==> src/rtl/div_radix4_param.sv <==
// Iterative radix-4 integer divider for the EX stage (DIV/DIVU).
// Retires two quotient bits per cycle and reports {remainder, quotient} with a divide-by-zero flag.
module div_radix4_param #(
    parameter int WIDTH = 32
) (
    input  logic               cpu_clk_75M,
    input  logic               cpu_rst_n,
    input  logic               signed_div_i,
    input  logic [WIDTH-1:0]   div_opdata1,
    input  logic [WIDTH-1:0]   div_opdata2,
    input  logic               div_start,
    input  logic               div_cancel,
    output logic [2*WIDTH-1:0] div_result,
    output logic               div_ready,
    output logic               div_busy,
    output logic               div_by_zero
);

    localparam int ITER = WIDTH / 2;
    localparam int CW   = (ITER > 1) ? $clog2(ITER) : 1;

    typedef enum logic [1:0] {S_IDLE, S_CALC, S_FIX, S_DONE} state_e;

    state_e               state_q, state_d;
    logic [WIDTH-1:0]     dvd_q, dvd_d;
    logic [WIDTH-1:0]     dvs_q, dvs_d;
    logic [WIDTH-1:0]     rem_q, rem_d;
    logic [WIDTH-1:0]     quo_q, quo_d;
    logic [CW-1:0]        cnt_q, cnt_d;
    logic                 neg_quo_q, neg_quo_d;
    logic                 neg_rem_q, neg_rem_d;
    logic                 dbz_q, dbz_d;
    logic [2*WIDTH-1:0]   result_q, result_d;
    logic                 ready_q, ready_d;
    logic                 dbz_out_q, dbz_out_d;

    logic                 sign_a, sign_b;
    logic [WIDTH-1:0]     mag_a, mag_b;
    logic [WIDTH+1:0]     shifted, dvs_x1, dvs_x2, dvs_x3;
    logic [WIDTH+2:0]     diff1, diff2, diff3;
    logic [1:0]           digit;
    logic [WIDTH-1:0]     rem_step;
    logic [WIDTH-1:0]     quo_fix, rem_fix;
    logic                 unused_bits;

    always_comb begin
        sign_a = signed_div_i & div_opdata1[WIDTH-1];
        sign_b = signed_div_i & div_opdata2[WIDTH-1];
        mag_a  = sign_a ? -div_opdata1 : div_opdata1;
        mag_b  = sign_b ? -div_opdata2 : div_opdata2;
    end

    // One radix-4 step: pick the largest multiple of D that fits in the shifted remainder.
    always_comb begin
        shifted  = {rem_q, dvd_q[WIDTH-1 -: 2]};
        dvs_x1   = {2'b00, dvs_q};
        dvs_x2   = {1'b0, dvs_q, 1'b0};
        dvs_x3   = dvs_x2 + dvs_x1;
        diff1    = {1'b0, shifted} - {1'b0, dvs_x1};
        diff2    = {1'b0, shifted} - {1'b0, dvs_x2};
        diff3    = {1'b0, shifted} - {1'b0, dvs_x3};
        digit    = 2'd0;
        rem_step = shifted[WIDTH-1:0];
        if (!diff3[WIDTH+2]) begin
            digit    = 2'd3;
            rem_step = diff3[WIDTH-1:0];
        end else if (!diff2[WIDTH+2]) begin
            digit    = 2'd2;
            rem_step = diff2[WIDTH-1:0];
        end else if (!diff1[WIDTH+2]) begin
            digit    = 2'd1;
            rem_step = diff1[WIDTH-1:0];
        end
    end

    assign unused_bits = ^{diff1[WIDTH+1:WIDTH], diff2[WIDTH+1:WIDTH], diff3[WIDTH+1:WIDTH]};

    assign quo_fix = neg_quo_q ? -quo_q : quo_q;
    assign rem_fix = neg_rem_q ? -rem_q : rem_q;

    always_comb begin
        // NOTE: every _d takes its hold value first so no branch can infer a latch.
        state_d   = state_q;
        dvd_d     = dvd_q;
        dvs_d     = dvs_q;
        rem_d     = rem_q;
        quo_d     = quo_q;
        cnt_d     = cnt_q;
        neg_quo_d = neg_quo_q;
        neg_rem_d = neg_rem_q;
        dbz_d     = dbz_q;
        result_d  = result_q;
        ready_d   = ready_q;
        dbz_out_d = dbz_out_q;

        case (state_q)
            S_IDLE: begin
                if (div_start && !div_cancel) begin
                    neg_quo_d = sign_a ^ sign_b;
                    neg_rem_d = sign_a;
                    dvs_d     = mag_b;
                    rem_d     = '0;
                    quo_d     = '0;
                    cnt_d     = '0;
                    if (div_opdata2 == '0) begin
                        // The raw dividend is kept for the defined divide-by-zero remainder.
                        dbz_d   = 1'b1;
                        dvd_d   = div_opdata1;
                        state_d = S_FIX;
                    end else begin
                        dbz_d   = 1'b0;
                        dvd_d   = mag_a;
                        state_d = S_CALC;
                    end
                end
            end
            S_CALC: begin
                rem_d = rem_step;
                quo_d = {quo_q[WIDTH-3:0], digit};
                dvd_d = dvd_q << 2;
                cnt_d = cnt_q + CW'(1);
                if (cnt_q == CW'(ITER - 1)) begin
                    state_d = S_FIX;
                end
            end
            S_FIX: begin
                result_d  = dbz_q ? {dvd_q, {WIDTH{1'b1}}} : {rem_fix, quo_fix};
                ready_d   = 1'b1;
                dbz_out_d = dbz_q;
                state_d   = S_DONE;
            end
            S_DONE: begin
                if (!div_start) begin
                    result_d  = '0;
                    ready_d   = 1'b0;
                    dbz_out_d = 1'b0;
                    state_d   = S_IDLE;
                end
            end
            default: state_d = S_IDLE;
        endcase

        // A flush wins over everything, including a start in the same cycle.
        if (div_cancel) begin
            state_d   = S_IDLE;
            result_d  = '0;
            ready_d   = 1'b0;
            dbz_out_d = 1'b0;
        end
    end

    always_ff @(posedge cpu_clk_75M or negedge cpu_rst_n) begin
        if (!cpu_rst_n) begin
            state_q   <= S_IDLE;
            dvd_q     <= '0;
            dvs_q     <= '0;
            rem_q     <= '0;
            quo_q     <= '0;
            cnt_q     <= '0;
            neg_quo_q <= 1'b0;
            neg_rem_q <= 1'b0;
            dbz_q     <= 1'b0;
            result_q  <= '0;
            ready_q   <= 1'b0;
            dbz_out_q <= 1'b0;
        end else begin
            // NOTE: non-blocking so every flop samples pre-edge values of the others.
            state_q   <= state_d;
            dvd_q     <= dvd_d;
            dvs_q     <= dvs_d;
            rem_q     <= rem_d;
            quo_q     <= quo_d;
            cnt_q     <= cnt_d;
            neg_quo_q <= neg_quo_d;
            neg_rem_q <= neg_rem_d;
            dbz_q     <= dbz_d;
            result_q  <= result_d;
            ready_q   <= ready_d;
            dbz_out_q <= dbz_out_d;
        end
    end

    assign div_result  = result_q;
    assign div_ready   = ready_q;
    assign div_by_zero = dbz_out_q;
    assign div_busy    = (state_q != S_IDLE);

endmodule
==> config.mk <==
export PLATFORM = sky130hd
export DESIGN_NAME = div_radix4_param
export DESIGN_NICKNAME = d
export VERILOG_FILES = /design/src/rtl/div_radix4_param.sv
export SDC_FILE = /design/constraint.sdc
export NUM_CORES = 1
export LEC_CHECK = 0
export BUFFER_PORTS_ARGS = -buffer_cell sky130_fd_sc_hd__buf_2
export CAP_MARGIN = 30
export CORE_ASPECT_RATIO = 1.25
export CORE_MARGIN = 2
export CORE_UTILIZATION = 55
export DETAILED_ROUTE_END_ITERATION = 16
export GPL_ROUTABILITY_DRIVEN = 0
export PLACE_DENSITY = 0.76
export SLEW_MARGIN = 20
export SYNTH_ARGS = -nofsm -noshare
export SYNTH_HDL_FRONTEND = slang
export SYNTH_SLANG_ARGS = --single-unit
==> constraint.sdc <==
create_clock -name cpu_clk_75M -period 8.3 [get_ports cpu_clk_75M]
set_input_delay 0.415 -clock cpu_clk_75M [delete_from_list [all_inputs] [get_ports cpu_clk_75M]]
set_output_delay 0.415 -clock cpu_clk_75M [all_outputs]
set_load 0.01 [all_outputs]
; Yosys cells after proc, flatten, opt, wreduce, memory -nomap -nowiden
; Index checks and enable logic that the tools add are counted.
[totals]
register_bits = 203
latch_bits = 0
ramBits = 0
romBits = 0
input_bits = 69
mem_count = 0
[classes]
n_addsub = 9
multipliers = 0
div = 0
n_lt_le_gt_ge = 0
n_eq_ne = 8
shifts = 0
mux = 34
n_bitwise = 3
reduce_logical = 11
[ops]
columns = operator, count
row1 = 2-to-1 mux 32 bit, 10
row2 = 2-to-1 mux 64 bit, 3
row3 = case mux 32 bit (2 select lines), 3
row4 = negation 32 bit, 4
row5 = case mux 64 bit (2 select lines), 1
row6 = subtractor 34 x 32 -> 35 bit, 1
row7 = subtractor 34 x 33 -> 35 bit, 1
row8 = subtractor 34 x 34 -> 35 bit, 1
row9 = adder 33 x 32 -> 34 bit, 1
row10 = zero test 32 bit, 1
row11 = 2-to-1 mux 2 bit, 7
row12 = "!= test 3 bit, second input constant", 3
row13 = case mux 2 bit (4 select lines), 1
row14 = case mux 4 bit (2 select lines), 1
row15 = AND reduction 2 bit, 3
row16 = 2-to-1 mux 1 bit, 5
row17 = "adder 4 x 1 -> 4 bit, second input constant", 1
row18 = "== test 2 bit, second input constant", 2
row19 = "== test 4 bit, second input constant", 1
row20 = 2-to-1 mux 4 bit, 1
row21 = case mux 1 bit (2 select lines), 2
row22 = nonzero test 2 bit, 2
row23 = AND reduction 3 bit, 1
row24 = nonzero test 3 bit, 1
row25 = other kinds (7), 8

; Depth between registers and ports, before layout
; Gate-level depths: netlist of run 1.
[depth]
depth_word = 5
depth_mapped = 15
mapped_depth_nobuf = 13

; Least setup slack after synthesis of run 1
; Ideal clock, no wire load.
[synth_timing]
path_type = register -> register
startpoint = register dvs_q[13]
endpoint = register rem_q[31]
setup_time_ps = 128
arrival_ps = 3265
t_required_ps = 8172
setup_slack_ps = 4907
stages_incl_launch_ff = 14
path_buffers = 1
period_less_slack_ps = 3393
path_cell_list = dfrtp_1 inv_1 fa_1 ha_1 clkbuf_1 a21oi_1 nand2_1 a221oi_1 a2111oi_0 o41ai_1 o21ai_0 xor2_1 a32oi_1 nand3_1
[synth_via]
elab_chain_len = 5
elab_cells_between_ends = 8
[synth_lines]
columns = item, line_no
row1 = start: declaration, 26  ; logic [WIDTH-1:0] dvs_q, dvs_d;
row2 = start signal: assignment, 170  ; dvs_q <= dvs_d;
row3 = "parallel branches: the longest is 3 deep, another holds subtractor 34 x 34 -> 35 bit", n/a
row4 = 2-to-1 mux 32 bit (*), 64  ; if (!diff3[WIDTH+2]) begin
row5 = case mux 32 bit (2 select lines) (*), 96  ; case (state_q)
row6 = end signal: assignment, 171  ; rem_q <= rem_d;
row7 = end: declaration, 27  ; logic [WIDTH-1:0] rem_q, rem_d;
; Mark *: on every way between the ends.
; A chain may end at the register's enable or synchronous reset.

; Worst setup path after layout of run 1
[layout_timing]
startpoint = register rem_q[23]
endpoint = register rem_q[27]
[layout_via]
elab_chain_len = 5
elab_cells_between_ends = 7
[layout_lines]
columns = item, line_no
row1 = subtractor 34 x 32 -> 35 bit, 59  ; diff1 = {1'b0, shifted} - {1'b0, dvs_x1};
row2 = 2-to-1 mux 32 bit, 70  ; end else if (!diff1[WIDTH+2]) begin
row3 = 2-to-1 mux 32 bit, 67  ; end else if (!diff2[WIDTH+2]) begin
row4 = 2-to-1 mux 32 bit (*), 64
row5 = case mux 32 bit (2 select lines) (*), 96
; Every way passes the cells marked *; elsewhere a longest branch is shown, timed or not.

==> results of run 1 <==
[timing repair]
| item | 4_1_cts | 5_1_grt |
|---|---|---|
| setup buffers | 0 | 0 |
| hold buffers | 1 | 0 |
| setup endpoints to repair | 0 | 0 |
| endpoints found under the hold margin | 82 | 0 |
[layer usage]
metal / wire length, um / global-route usage, % / up-vias
li1: - / - / 8043
met1: 21700 / 40.4 / 8329
met2: 26500 / 55.3 / 878
met3: 4160 / 3.65 / 219
met4: 4060 / 21.0 / 0
met5: 0 / 0 / -
[worst min-delay path by stage]
stage / from / end / slack (ps) / cells past startpoint
after detailed placement: div_result[19] / div_result[19] / 460 / 2
after CTS: div_cancel / state_q[0] / 140 / 2
after floorplan: cpu_rst_n / cnt_q[0] / 120 / 0
after global routing: div_cancel / state_q[1] / 180 / 2
final: div_cancel / state_q[0] / 160 / 2
after global placement: div_result[31] / div_result[31] / 450 / 2
[cell usage in the layout, fill, tap and decap left out, types with 25 or more instances in the layout]
master and count:
o31ai_1 41, a22o_1 40, inv_1 77, nand3_1 97, fa_1 33, nand2_1 349, mux2i_1 32, dfrtp_1 202
and3_1 31, nor3_1 47, or4_1 25, nand4_1 35, a21o_1 36, xor2_1 76, buf_2 134, o21ai_0 207
ha_1 109, a21oi_1 106, xnor2_1 85, nor2_1 85
[final cells by class]
class / instances / share of cell area [%]
Clock buffer: 32 / 3.56
Clock inverter: 12 / 0.689
Inverter: 77 / 1.49
Multi-Input combinational cell: 1773 / 61.2
Sequential cell: 203 / 26.2
Tap cell: 412 / 2.65
Timing Repair Buffer: 153 / 4.29
[state kept, by name, indices dropped and copies added, names as in the netlist, 2 cells and up]
register and flops:
cnt_q 4, quo_q 32, div_result 64, state_q 2, dvd_q 32, rem_q 32
dvs_q 32
[logic make-up (layout without fill, tap and decap cells)]
logic type	count (synthesis)	in the layout	share of synthesized area [%]
AOI/OAI and AO/OA	653	653	24.4
adders and majority gates	143	143	11.5
DFF	203	203	28.7
muxes	39	39	2.26
buffers and inverters	197	274	4.26
and+or+nand+nor	777	777	20.9
xor gates and xnor gates	161	161	7.98
[through the flow]
stage / instances / instance area [um2] / setup slack (ps)
floorplan: 2173 / 17700 / 4910
global placement: 2614 / 18600 / 3930
detailed placement: 2615 / 18600 / 3770
CTS: 2660 / 19400 / 3710
global route: 2662 / 19400 / 3630
finish: 2662 / 19400 / 3810
==> impl_metrics.ini, run 1 <==
[run_status]
status = finished clean

[detailed_routing]
drc = 0
antenna_left = 0
routed_wl_mm = 56.4
post_drt_wl_per_cell_um = 21.2
drt_iter0_markers = 2122
dr.pass1.iters = 6
vias_per_cell = 6.56
via_count = 17500

[layout]
fin_nets = 2444
seq_area_mm2 = 0.00508
final_layout_size_suffix_gt1_share_pct = 10.3
fill_cells = 2794
area_growth_pct = 9.92
final_util_pct = 61.3
antenna_cells = 0
multiInputGateArea_mm2 = 0.0119

[cts]
clock_tree.root_cell = clkbuf_16
cts_tree = yes
clkSinkCount = 203
cts_resized = 0
cts_buffer_depth = 3
cts_made_buffers = 24
path_clk_slew_ps = 70
clk_latency_ps = 560
htree_levels = 1

[timing]
clock-skew-final_ps = 32.0
finalHoldViolations = 0
setup_viol = 0
worst_slew_pin_slew_ps = 999
rsz0062_at_grt = false
maxSlewViolCount = 0
fmax_ghz = 0.223
final.min_clock_period_ps = 4490
relSlewSlack_pct = 33.3
final.setup.tns_ps = 0
timing.hold.ws_ps = 161
fin_crit_sh_pct = 54.1

[setup_path]
cpMaxStageDelayCell = nor2_1
path_class = reg2reg
worstSetupPathDepth = 11
arrival_ps = 4950
r2r_slack_ps = 3810
endpoint = rem_q[27]
crit_start = rem_q[23]
end_kind = register
rr_worst_depth = 11
worstReg2RegStart = rem_q[23]
crit_fanout = 14
crit_chain = fa_1 -> ha_1 -> a211oi_1 -> o2111ai_1 -> a22oi_1 -> o211ai_1 -> nand3_1 -> nand3_1 -> nor2_1 -> o21ai_0 -> o211ai_1
crit_required_ps = 8750
critPathBufInv = 0
worst_setup_path_start_kind = register
worstReg2RegEnd = rem_q[27]
critPathMaxStageDelay_ps = 770
critical-path-top-delay-family = simple AND/OR/NAND/NOR gates

[die]
start_util_pct = 55.8
die_w_um = 164
core_area_mm2 = 0.0317
die_area_mm2 = 0.0336
pin_count = 136
die_height_um = 204
rows = 73

[logic_synthesis]
synthesis.nets = 2385
netlist_area_mm2 = 0.0177
yosysMostFrequentCell = nand2_1
syn_area_per_cell_um2 = 8.13
ys_ff_latch = 203
synth.area.top_cells = dfrtp_1 29%, ha_1 7.8%, nand2_1 7.4%
ys.flop_type = dfrtp_1
async_reset_ff_share_pct = 100
netlist_top_cells_count = 349 x nand2_1, 208 x o21ai_0, 203 x dfrtp_1, 110 x ha_1, 107 x clkbuf_1
synth_edf_count = 0
seq_area_frac_synth_pct = 28.7
synth_largest_area_cell = dfrtp_1
synth_cell_type_count = 75
syn_inst = 2173
synth_top_area_share_pct = 28.7
yosysWarnings = 0

[grt]
grt_pass1_wl_mm = 87.8
grt_pass1_vias = 16500
antenna_found_initial = 0
grt.overflow.total = 0
grt_usage_pct = 33.1
grt_max_degree = 95

[place]
io_buffer_count = 135
hpwl_mm = 41.8

[flow_run]
drv_cap = 0

[min_path]
worstHoldPathType = in2reg
Power of run 1 is not shown: default switching activity piles up to over one toggle a cycle in this logic, so the estimate is an artifact.
==> inputs of run 2 (changes only) <==
--- a/config.mk
+++ b/config.mk
@@ -12,7 +12,7 @@
 export CORE_UTILIZATION = 55
 export DETAILED_ROUTE_END_ITERATION = 16
 export GPL_ROUTABILITY_DRIVEN = 0
-export PLACE_DENSITY = 0.76
+export PLACE_DENSITY = 0.79
 export SLEW_MARGIN = 20
 export SYNTH_ARGS = -nofsm -noshare
 export SYNTH_HDL_FRONTEND = slang
==> constraint.sdc (replaced) <==
create_clock -name cpu_clk_75M -period 3.7 [get_ports cpu_clk_75M]
set_input_delay 0.185 -clock cpu_clk_75M [delete_from_list [all_inputs] [get_ports cpu_clk_75M]]
set_output_delay 0.185 -clock cpu_clk_75M [all_outputs]
set_load 0.01 [all_outputs]
==> run 2 against run 1 <==
  * Cell area grew 5.9%
  * Die area stayed put
  * Sequential cell count did not move
  * Routed wire length rose by 3.2%
  * Highest routed layer is now met5
  * Register-to-register slack got worse by 3800 ps
==> impl_metrics.ini, run 2 (synthesis results as in run 1) <==
[setup_path]
path_class = reg2reg
critical-path-top-delay-family = compound AO/OA/AOI/OAI gates
end_kind = register
cpMaxStageDelayCell = a221oi_1
worst_setup_path_start_kind = register
crit_top_cell = o221a_2
crit_chain = inv_1 -> ha_1 -> nor2b_1 -> o31ai_1 -> a2111o_1 -> a21boi_0 -> a221oi_1 -> o221a_2 -> nand4_1 -> o221a_2 -> o22ai_1
crit_fanout = 4
critPathBufInv = 1
crit_required_ps = 4160
critPathMaxStageDelay_ps = 600
arrival_ps = 4140

[timing]
finalHoldViolations = 0
relSlewSlack_pct = 38.5
maxSlewViolCount = 0
worst_slew_pin_slew_ps = 920
final.min_clock_period_ps = 3680
clock-skew-final_ps = 23.5
setup_viol = 0
rsz0062_at_grt = true
fmax_ghz = 0.272
fin_crit_sh_pct = 99.5

[die]
core_area_mm2 = 0.0317
rows = 73
die_area_mm2 = 0.0336
die_w_um = 164
start_util_pct = 55.8
die_height_um = 204
pin_count = 136

[layout]
most-common-layout-cells = 348 x nand2_1, 205 x o21ai_0, 202 x dfrtp_1
layout_commonest_cell = nand2_1
final_layout_size_suffix_gt1_share_pct = 15.0
fin_nets = 2568
final-instance-count-excl-fill = 2786
area_growth_pct = 16.4
final_util_pct = 64.9
largest_reg_flops = 64

[place]
dp_cells = 2709
io_buffer_count = 135
hpwl_mm = 43.4

[detailed_routing]
post_drt_wl_per_cell_um = 20.9
vias_per_cell = 6.53
drc = 0
antenna_left = 0
routed_wl_mm = 58.2
via_count = 18200
dr.pass1.iters = 7
drt_iter0_markers = 1954

[grt]
grt_pass1_vias = 17700
grt.overflow.total = 0
grt_pass1_wl_mm = 92.2
grt_max_degree = 122
antenna_found_initial = 3
grt_usage_pct = 34.5

[cts]
clkSinkCount = 203
clock_tree.root_cell = clkbuf_16
cts_tree = yes
htree_levels = 1
cts_buffer_depth = 3
path_clk_slew_ps = 60
cts_made_buffers = 23
clk_latency_ps = 560

[flow_run]
drv_cap = 0

[run_status]
status = finished clean

[min_path]
worstHoldPathType = in2reg
[run 2: changes by cell type in the layout (fill, tap and decap cells not counted), moves of 3 or more]
| cell | previous run | this run |
|---|---|---|
| a2111oi_0 | 5 | 2 |
| a21oi_1 | 106 | 99 |
| a21oi_2 | 0 | 7 |
| buf_12 | 0 | 5 |
| buf_4 | 14 | 107 |
| clkbuf_8 | 7 | 4 |
| dlygate4sd3_1 | 1 | 30 |
| inv_1 | 77 | 69 |
| inv_2 | 0 | 8 |
| nor3_1 | 47 | 44 |
| nor3_2 | 0 | 3 |
[run 2: stage by stage]
step	area, um2	setup TNS (ps)	hold slack (ps)	setup slack (ps)
detailed placement	19300	-360	368	-208
global placement	19300	-68.7	364	-68.7
floorplan	17700	0	-111	307
CTS	20400	0	1.42	29.7
global route	20600	-28.7	20.7	-20.4
finish	20600	0	0.510	19.1
[run 2: what timing repair did]
action | CTS | global route
pin swaps | 1 | 6
hold endpoints to repair | 132 | 0
buffers inserted | 2 | 1
setup endpoints to repair | 6 | 34
resized for setup | 3 | 37
hold buffers | 30 | 0
[run 2: final timing paths]
kind	endpoint	startpoint	depth (start not counted)	slack (ps)
worst min-delay path	dvs_q[12]	div_opdata2[12]	3	0.5
worst max-delay path	rem_q[25]	dvs_q[2]	11	20
worst max register to register	rem_q[25]	dvs_q[2]	11	20
min in group asynchronous	div_result[15]	cpu_rst_n	2	330
max in group asynchronous	dvd_q[13]	cpu_rst_n	4	2340
worst min register to register	div_result[31]	div_result[31]	2	460
[run 2: area by class of cell]
cell class	instances	area [um2]
inverter	77	289
fill	2670	11100
antenna	1	2.50
multi-input combinational	1773	12000
clock inverter	12	140
clock buffer	30	632
tap	412	515
timing repair buffer	278	1900
sequential	203	5080
[run 2: metal layers]
layer | track usage, % | up-vias | routed length (um)
met5 | 0 | - | 13
met4 | 22.0 | 2 | 4330
met3 | 6.09 | 285 | 4700
met2 | 58.4 | 933 | 27600
met1 | 40.0 | 8683 | 21500
li1 | - | 8288 | -
[run 2: tightest hold or removal path, cell delays in order]
cell	delay, ps
buf_2	100
xor2_1	90
o21ai_0	140
Power of run 2 is left out for the same reason.
